==> config.mk <==
export PLATFORM = sky130hd
export DESIGN_NAME = clk_ratio_mon
export DESIGN_NICKNAME = d
export VERILOG_FILES = /design/src/rtl/clk_mon_pkg.sv /design/src/rtl/clk_mon_edge_sync.sv /design/src/rtl/clk_ratio_mon.sv
export SDC_FILE = /design/constraint.sdc
export NUM_CORES = 1
export LEC_CHECK = 0
export BUFFER_PORTS_ARGS = -buffer_cell sky130_fd_sc_hd__buf_2
export CAP_MARGIN = 20
export CORE_MARGIN = 2
export CORE_UTILIZATION = 45
export CTS_CLUSTER_DIAMETER = 120
export CTS_CLUSTER_SIZE = 30
export DETAILED_ROUTE_END_ITERATION = 8
export GPL_TIMING_DRIVEN = 0
export MAX_ROUTING_LAYER = met4
export PLACE_DENSITY = 0.65
export SETUP_SLACK_MARGIN = 0.5
export SLEW_MARGIN = 25
export SYNTH_ARGS = -nofsm -noshare
export SYNTH_HDL_FRONTEND = slang
export SYNTH_SLANG_ARGS = --single-unit
==> constraint.sdc <==
create_clock -name clk_in -period 2.5 [get_ports clk_in]
set_input_delay 0.5 -clock clk_in [delete_from_list [all_inputs] [get_ports clk_in]]
set_output_delay 0.5 -clock clk_in [all_outputs]
set_load 0.01 [all_outputs]
==> src/rtl/clk_mon_pkg.sv <==
// Shared types and constants for the clk_ratio_mon divided-clock checker.
//   state_t  : measurement FSM states
//   MIN_IVL / MAX_IVL : legal clk_in-cycle spacing between divided-clock edges
//                       (a /4.5 clock alternates 4 and 5)
//   in_tol() : signed-int window compare, safe when EXP_EDGES < TOL
package clk_mon_pkg;
  typedef enum logic [1:0] {IDLE, SETTLE, MEASURE, REPORT} state_t;

  localparam int MIN_IVL = 4;
  localparam int MAX_IVL = 5;
  localparam int IVL_W   = 4;

  function automatic logic in_tol(input int cnt, input int exp_v, input int tol);
    return (cnt >= exp_v - tol) && (cnt <= exp_v + tol);
  endfunction
endpackage

==> src/rtl/clk_mon_edge_sync.sv <==
// Two-flop synchronizer plus rising-edge detector for an asynchronous clock
// that is sampled as data.
//   i_clk   : sampling clock
//   i_rst_n : asynchronous active-low reset
//   i_d     : asynchronous input (divided clock)
//   o_rise  : one-cycle pulse, consumed on the 3rd sampling edge after i_d rises
module clk_mon_edge_sync (
  input  logic i_clk,
  input  logic i_rst_n,
  input  logic i_d,
  output logic o_rise
);
  logic r_meta, r_sync, r_prev;

  always_ff @(posedge i_clk or negedge i_rst_n) begin
    if (!i_rst_n) begin
      r_meta <= 1'b0;
      r_sync <= 1'b0;
      r_prev <= 1'b0;
    end else begin
      r_meta <= i_d;
      r_sync <= r_meta;
      r_prev <= r_sync;
    end
  end

  assign o_rise = r_sync & ~r_prev;
endmodule

==> src/rtl/clk_ratio_mon.sv <==
// Divided-clock ratio checker: counts clk_div rising edges over a fixed
// clk_in window after a settle period and flags pass/fail against the
// expected count.
//   clk_in, reset_n : clock, asynchronous active-low reset
//   start, abort    : begin measurement (IDLE only) / return to IDLE
//   clk_div         : divided clock under test (asynchronous)
//   busy            : SETTLE/MEASURE/REPORT
//   done            : one-cycle pulse, result valid
//   pass, edge_count: result, held until next accepted start
//   period_err      : interval violation (only with CLK_MON_PERIOD_CHK_EN,
//                     otherwise tied 0)
// Optional feature macro: CLK_MON_PERIOD_CHK_EN
module clk_ratio_mon
  import clk_mon_pkg::*;
#(
  parameter int WINDOW_CYC = 90,
  parameter int EXP_EDGES  = 20,
  parameter int TOL        = 1,
  parameter int SETTLE_CYC = 9,
  parameter int CNT_W      = 8
) (
  input  logic             clk_in,
  input  logic             reset_n,
  input  logic             start,
  input  logic             abort,
  input  logic             clk_div,
  output logic             busy,
  output logic             done,
  output logic             pass,
  output logic [CNT_W-1:0] edge_count,
  output logic             period_err
);
  localparam int TMAX = (WINDOW_CYC > SETTLE_CYC) ? WINDOW_CYC : SETTLE_CYC;
  localparam int TW   = $clog2(TMAX + 1);
  localparam logic [CNT_W-1:0] CNT_MAX = '1;

  state_t           r_state;
  logic [TW-1:0]    r_tmr;
  logic [CNT_W-1:0] r_cnt;
  logic             r_busy, r_done, r_pass;
  logic             w_rise, w_accept, w_meas_edge, w_perr;

  clk_mon_edge_sync u_sync (
    .i_clk   (clk_in),
    .i_rst_n (reset_n),
    .i_d     (clk_div),
    .o_rise  (w_rise)
  );

  assign w_accept    = (r_state == IDLE) && start && !abort;
  // An abort cycle leaves results untouched, so its edge is not counted.
  assign w_meas_edge = (r_state == MEASURE) && w_rise && !abort;

  always_ff @(posedge clk_in or negedge reset_n) begin
    if (!reset_n) begin
      r_state <= IDLE;
      r_tmr   <= '0;
      r_cnt   <= '0;
      r_busy  <= 1'b0;
      r_done  <= 1'b0;
      r_pass  <= 1'b0;
    end else begin
      r_done <= 1'b0;
      if (w_meas_edge && r_cnt != CNT_MAX) r_cnt <= r_cnt + 1'b1;
      if (abort) begin
        r_state <= IDLE;
        r_busy  <= 1'b0;
      end else begin
        case (r_state)
          IDLE: if (start) begin
            r_state <= SETTLE;
            r_busy  <= 1'b1;
            r_tmr   <= '0;
            r_cnt   <= '0;
            r_pass  <= 1'b0;
          end
          SETTLE: if (r_tmr == TW'(SETTLE_CYC - 1)) begin
            r_state <= MEASURE;
            r_tmr   <= '0;
          end else r_tmr <= r_tmr + 1'b1;
          MEASURE: if (r_tmr == TW'(WINDOW_CYC - 1)) r_state <= REPORT;
                   else r_tmr <= r_tmr + 1'b1;
          REPORT: begin
            r_state <= IDLE;
            r_busy  <= 1'b0;
            r_done  <= 1'b1;
            r_pass  <= in_tol(int'(r_cnt), EXP_EDGES, TOL) && !w_perr;
          end
          default: begin
            r_state <= IDLE;
            r_busy  <= 1'b0;
          end
        endcase
      end
    end
  end

`ifdef CLK_MON_PERIOD_CHK_EN
  // r_ivl counts clk_in cycles since the last MEASURE edge; the first edge
  // of a window only arms the check.
  logic [IVL_W-1:0] r_ivl;
  logic             r_armed, r_perr;

  always_ff @(posedge clk_in or negedge reset_n) begin
    if (!reset_n) begin
      r_ivl   <= '0;
      r_armed <= 1'b0;
      r_perr  <= 1'b0;
    end else if (w_accept) begin
      r_ivl   <= '0;
      r_armed <= 1'b0;
      r_perr  <= 1'b0;
    end else if (r_state == MEASURE && !abort) begin
      if (w_rise) begin
        if (r_armed && (int'(r_ivl) < MIN_IVL || int'(r_ivl) > MAX_IVL))
          r_perr <= 1'b1;
        r_armed <= 1'b1;
        r_ivl   <= IVL_W'(1);
      end else if (r_ivl != '1) begin
        r_ivl <= r_ivl + 1'b1;
      end
    end
  end

  assign w_perr = r_perr;
`else
  assign w_perr = 1'b0;
`endif

  assign busy       = r_busy;
  assign done       = r_done;
  assign pass       = r_pass;
  assign edge_count = r_cnt;
  assign period_err = w_perr;
endmodule
; Yosys cells after proc, flatten, opt, wreduce, memory -nomap -nowiden
; Cells that the tools add are included.
[word_totals]
romBits = 0
mem_count = 0
latchBits = 0
ff_bits = 23
word_cells = 60
mem_bits_rw = 0
out_inout_bits = 12
[classes]
div = 0
eq_ne = 11
shifts = 0
reduce_logical = 13
add_sub_neg = 2
n_bitwise = 3
n_mul = 0
order_cmp = 2
muxes = 20
[ops]
columns = op, n
row1 = $mux 8, 4
row2 = $mux 7, 3
row3 = $pmux 7 s3, 1
row4 = $add 8x1->8 const B, 1
row5 = $ge 8x5->1 const B, 1
row6 = $le 8x5->1 const B, 1
row7 = $mux 2, 4
row8 = $ne 8x8->1 const B, 1
row9 = $pmux 2 s4, 1
row10 = $add 7x1->7 const B, 1
row11 = $eq 7x4->1 const B, 1
row12 = $eq 7x7->1 const B, 1
row13 = $ne 3x3->1 const B, 2
row14 = $reduce_and 3->1, 2
row15 = $reduce_bool 3->1, 2
row16 = $mux 1, 5
row17 = $eq 2x2->1 const B, 2
row18 = $logic_and 1x1->1, 4
row19 = $ne 2x2->1 const B, 2
row20 = $pmux 1 s2, 2
row21 = $reduce_and 4->1, 1
row22 = $ne 3x2->1 const B, 1
row23 = $eq 2x1->1 const B, 1
row24 = $logic_not 2->1, 1
row25 = 5 further kinds, 6

; Depth between registers and ports, before layout
[logic_depth]
word_depth = 9
depth_mapped = 7
mapped_depth_nobuf = 6

; Hierarchy
; From an unflattened synthesis, not the netlist that was laid out.
[unflattened]
cells_unflattened = 144
hier_area_um2 = 1441.4
[modules_own_cells]
columns = module, cells_per_inst, area_per_inst_um2, instances, seq_area_each_um2
row1 = clk_ratio_mon, 140, 1352.5, 1, 500.5
row2 = clk_mon_edge_sync, 4, 88.8, 1, 75.1

; Least setup slack after synthesis
; OpenSTA, ideal clock, no wires.
[synth_path]
path_kind = reg2reg
from = register r_state[0]
to = register r_tmr[6]
setup_time_ps = 87
path_stages_with_launch = 8
path_buffers = 1
path_slack_ps = 548
arrival_time_ps = 1865
synth_period_minus_slack_ps = 1952
t_required_ps = 2413
cell_sequence = dfrtp_1 inv_1 ha_1 nor2b_4 or3_1 buf_2 or4_1 a22oi_1
[synth_between]
elab_chain_cells = 3
word_cells_on_any_way = 8
[synth_rtl]
columns = item, line
row1 = from (decl), clk_ratio_mon.sv:37  ; state_t r_state;
row2 = from (signal assigned), clk_ratio_mon.sv:56  ; r_state <= IDLE;
row3 = from (signal assigned), clk_ratio_mon.sv:66  ; r_state <= IDLE;
row4 = from (signal assigned), clk_ratio_mon.sv:71  ; r_state <= SETTLE;
row5 = $eq 2x2->1 (tied with other cells), clk_ratio_mon.sv:69  ; case (r_state)
row6 = $ne 2x2->1 (no line) / $reduce_bool 3->1 (equally long branches), -
row7 = $reduce_and 4->1 (no line), -
row8 = to (signal assigned), clk_ratio_mon.sv:80  ; end else r_tmr <= r_tmr + 1'b1;
row9 = to (signal assigned), clk_ratio_mon.sv:82  ; else r_tmr <= r_tmr + 1'b1;
row10 = to (decl), clk_ratio_mon.sv:38  ; logic [TW-1:0] r_tmr;
; Several ways; a longest one is shown, not always the timed one.
; A chain may end at the register's enable or synchronous reset.

; Worst setup path in the final report
[layout_path]
from = register r_state[1]
to = register r_tmr[6]
; Same word-level chain as after synthesis.

==> impl_metrics.env <==
export IMPL_synth_nets=155
export IMPL_die_w_um=59.20
export IMPL_grt_max_degree=24
export IMPL_syn_area_sq_mm=0.001371
export IMPL_synth_warnings=0
export IMPL_crit_path_cell_trace="inv_2 -> ha_4 -> nor2b_4 -> or3_4 -> buf_6 -> or4_1 -> a22oi_2"
export IMPL_switching_power_w=0.0004048
export IMPL_p_per_area_mw_per_mm2=689.3
export IMPL_die_area_sq_mm=0.003505
export IMPL_final_nets=185
export IMPL_p_comb_share_pct=45.0
export IMPL_p_leak_nw=0.7670
export IMPL_rsz0062_at_grt="yes"
export IMPL_synth_cells=139
export IMPL_grt_pass1_wl_um=4747
export IMPL_final_area_sq_mm=0.001639
export IMPL_slew_violations=0
export IMPL_synth_seq_cells=23
export IMPL_tightest_slew_ps=553.4
export IMPL_clockBufferDepth=2
export IMPL_min_path_type="primary input to asynchronous set/reset pin"
export IMPL_fp_row_count=20
export IMPL_fin_skew_ps=2.115
export IMPL_relSlewSlack_pct=62.97
export IMPL_rr_worst_depth=7
export IMPL_htreeDepth=1
export IMPL_grt_pass1_vias=1059
export IMPL_ios=17
export IMPL_fin_crit_sh_pct=79.07
export IMPL_cts_hold_buf=0
export IMPL_syn_mean_instance_area_sq_um=9.866
export IMPL_start_util_pct=46.05
export IMPL_nFillCells=279
export IMPL_clk_pin_slew_ps=140
export IMPL_first_pass_iters=4
export IMPL_cts_buffers=3
export IMPL_worst_path_max_delay_cell="or4_1"
export IMPL_gp_congestion=0.8895
export IMPL_placed_cell_area_sq_mm=0.001488
export IMPL_p_sw_share_pct=35.83
export IMPL_grt_total_usage_pct=18.08
export IMPL_post_synth_top_count_cell="dfrtp_1"
export IMPL_wl_per_cell_um=14.32
export IMPL_status="complete, no violations"
export IMPL_ir_worst_vdd_uv=236.3
export IMPL_fin_crit_ps=1977
export IMPL_hold_viol=0
export IMPL_dieHeight_um=59.20
export IMPL_dp_slack_ps=403.7
export IMPL_async_reset_ff_share_pct=100.0
export IMPL_ys_seq_area_share_pct=41.97
export IMPL_drt_vias_per_instance=5.552
export IMPL_ant_nets=0
export IMPL_fmax_ghz=0.5059
export IMPL_cp_arrival_ps=2230
export IMPL_drtIter0Drc=46
export IMPL_yosysTopAreaCell="dfrtp_1"
export IMPL_synth_cell_type_count=47
export IMPL_layout_drive_gt1_share_pct=28.57
export IMPL_syn_to_final_growth_pct=19.53
export IMPL_required_ps=2750
export IMPL_synth_ff_type="dfrtp_1"
export IMPL_drc_errors=0
export IMPL_cpPeakStageDelay_ps=510
export IMPL_worstSetupStartpointType="register"
export IMPL_vias=1116
export IMPL_setup_viol=0
export IMPL_critPathKind="register to register"
export IMPL_seqPwrFrac_pct=38.9
export IMPL_cts_tree="built"
export IMPL_p_int_w=0.0007251
export IMPL_synth_top_area_share_pct=41.97
export IMPL_synth_commonest_cells="dfrtp_1 (23), nor2_1 (16), ha_1 (11), inv_1 (8)"
export IMPL_clock_sinks=23
export IMPL_critPathMaxFanout=7
export IMPL_grt_overflow_total=0
export IMPL_core_sq_mm=0.002978
export IMPL_io_buffers=15
export IMPL_antenna_found_initial=0
export IMPL_clock_latency_ps=310
export IMPL_cts_root_buf="clkbuf_4"
export IMPL_synth_area_leaders="dfrtp_1 (42%), ha_1 (10%), nor2_1 (4.4%), nor4_1 (2.3%), o21ai_0 (2.2%)"
export IMPL_diodes=0
export IMPL_setup_slack_ps=523.1
export IMPL_fin_setup_tns_ps=0
export IMPL_p_clk_share_pct=16.1
export IMPL_end_kind="register"
export IMPL_dp_hpwl_um=1953
export IMPL_drt_total_wl_um=2878
export IMPL_maxCapViolCount=0
export IMPL_synth_edf_count=0
[metal layers]
| metal | part of all wire, % | global-route usage [%] | wire (um) |
|---|---|---|---|
| met5 | 0 | - | 0 |
| met4 | 0.45 | 5.195 | 13 |
| met3 | 2.7 | 2.620 | 77 |
| met2 | 48 | 29.36 | 1382 |
| met1 | 49 | 23.42 | 1405 |
[repair_timing]
action,4_1_cts,5_1_grt
buffers inserted,2,8
gates resized for setup,5,8
setup endpoints to repair,6,7
pin swaps,0,3
[sequential cells by signal, summed over array words and instances (netlist names)]
| name | cells |
|---|---|
| r_tmr | 7 |
| u_sync.r_sync | 1 |
| u_sync.r_meta | 1 |
| u_sync.r_prev | 1 |
| done | 1 |
| pass | 1 |
| edge_count | 8 |
| r_state | 2 |
| busy | 1 |
[critical path, delay by kind of cell (launching register included)]
| family | cells | cell delay (ps) |
|---|---|---|
| AOI/OAI and AO/OA | 1 | 150 |
| DFF | 1 | 420 |
| and+or+nand+nor | 3 | 960 |
| buffers and inverters | 2 | 220 |
| adders and majority gates | 1 | 160 |
[power groups by stage]
stage,Combinational [W],Clock [W],Sequential [W]
after CTS,0.000401,0.000184,0.000440
after floorplan,0.000267,0,0.000446
after global routing,0.000566,0.000206,0.000446
final,0.000508,0.000182,0.000440
after global placement,0.000349,0,0.000443
after detailed placement,0.000362,0,0.000447
[layout make-up]
class | instances | area [sq um] | area share [%]
sequential | 23 | 575.6 | 35.11
multi-input combinational | 104 | 787.0 | 48.02
buffer | 4 | 27.53 | 1.679
tap | 33 | 41.29 | 2.519
timing repair buffer | 25 | 150.1 | 9.160
clock buffer | 3 | 22.52 | 1.374
inverter | 8 | 30.03 | 1.832
clock inverter | 1 | 5.005 | 0.3053
[per-stage QoR]
| step | util [%] | total power (W) | std cells | hold WS [ps] |
|---|---|---|---|---|
| 2_1_floorplan | - | 0.0007130 | 139 | 204.4 |
| 3_3_place_gp | 49.96 | 0.0007922 | 187 | 334.1 |
| 3_5_place_dp | 49.96 | 0.0008093 | 187 | 345.1 |
| 4_1_cts | 51.68 | 0.001024 | 193 | 163.5 |
| 5_1_grt | 55.04 | 0.001218 | 201 | 155.2 |
| 6_report | 55.04 | 0.001130 | 201 | 141.0 |
[placed cells by master, fill, tap and decap left out, drive strengths merged, types with 2 or more instances in the layout]
cell type	synthesis	routed
and4	2	2
dfrtp	23	23
o2111ai	2	2
nand4bb	2	2
nand2	6	6
a211o	2	2
nor4	5	5
a22oi	2	2
nor3	4	4
o41ai	2	2
nor2	16	16
o31a	2	2
a21oi	2	2
o211ai	2	2
a31oi	2	2
xnor2	2	2
o21ai	6	6
or4	2	2
and3	3	3
nor2b	2	2
inv	8	8
nand3	4	4
o31ai	2	2
clkbuf	2	5
xor2	3	3
ha	11	11
mux2	2	2
buf	2	27
[worst paths after layout]
path / endpoint / start / slack, ps
min reg2reg: u_sync.r_sync / u_sync.r_meta / 370
max in group asynchronous: r_tmr[0] / reset_n / 2010
max: r_tmr[6] / r_state[1] / 520
max reg2reg: r_tmr[6] / r_state[1] / 520
min in group clk_in: u_sync.r_meta / clk_div / 280
min: r_tmr[2] / reset_n / 140
[cells by family (layout without fill, tap and decap cells)]
group	Yosys count	count (layout)	synth area share, %
other	1	1	0.2735
buffers and inverters	12	41	3.740
AO/OA/AOI/OAI	30	30	15.79
flip-flops	23	23	41.97
multiplexers	3	3	2.372
XOR/XNOR	5	5	3.194
adder cells (fa/ha/maj)	11	11	10.04
AND/OR/NAND/NOR	54	54	22.63
Power figures use the tool's default switching activity.
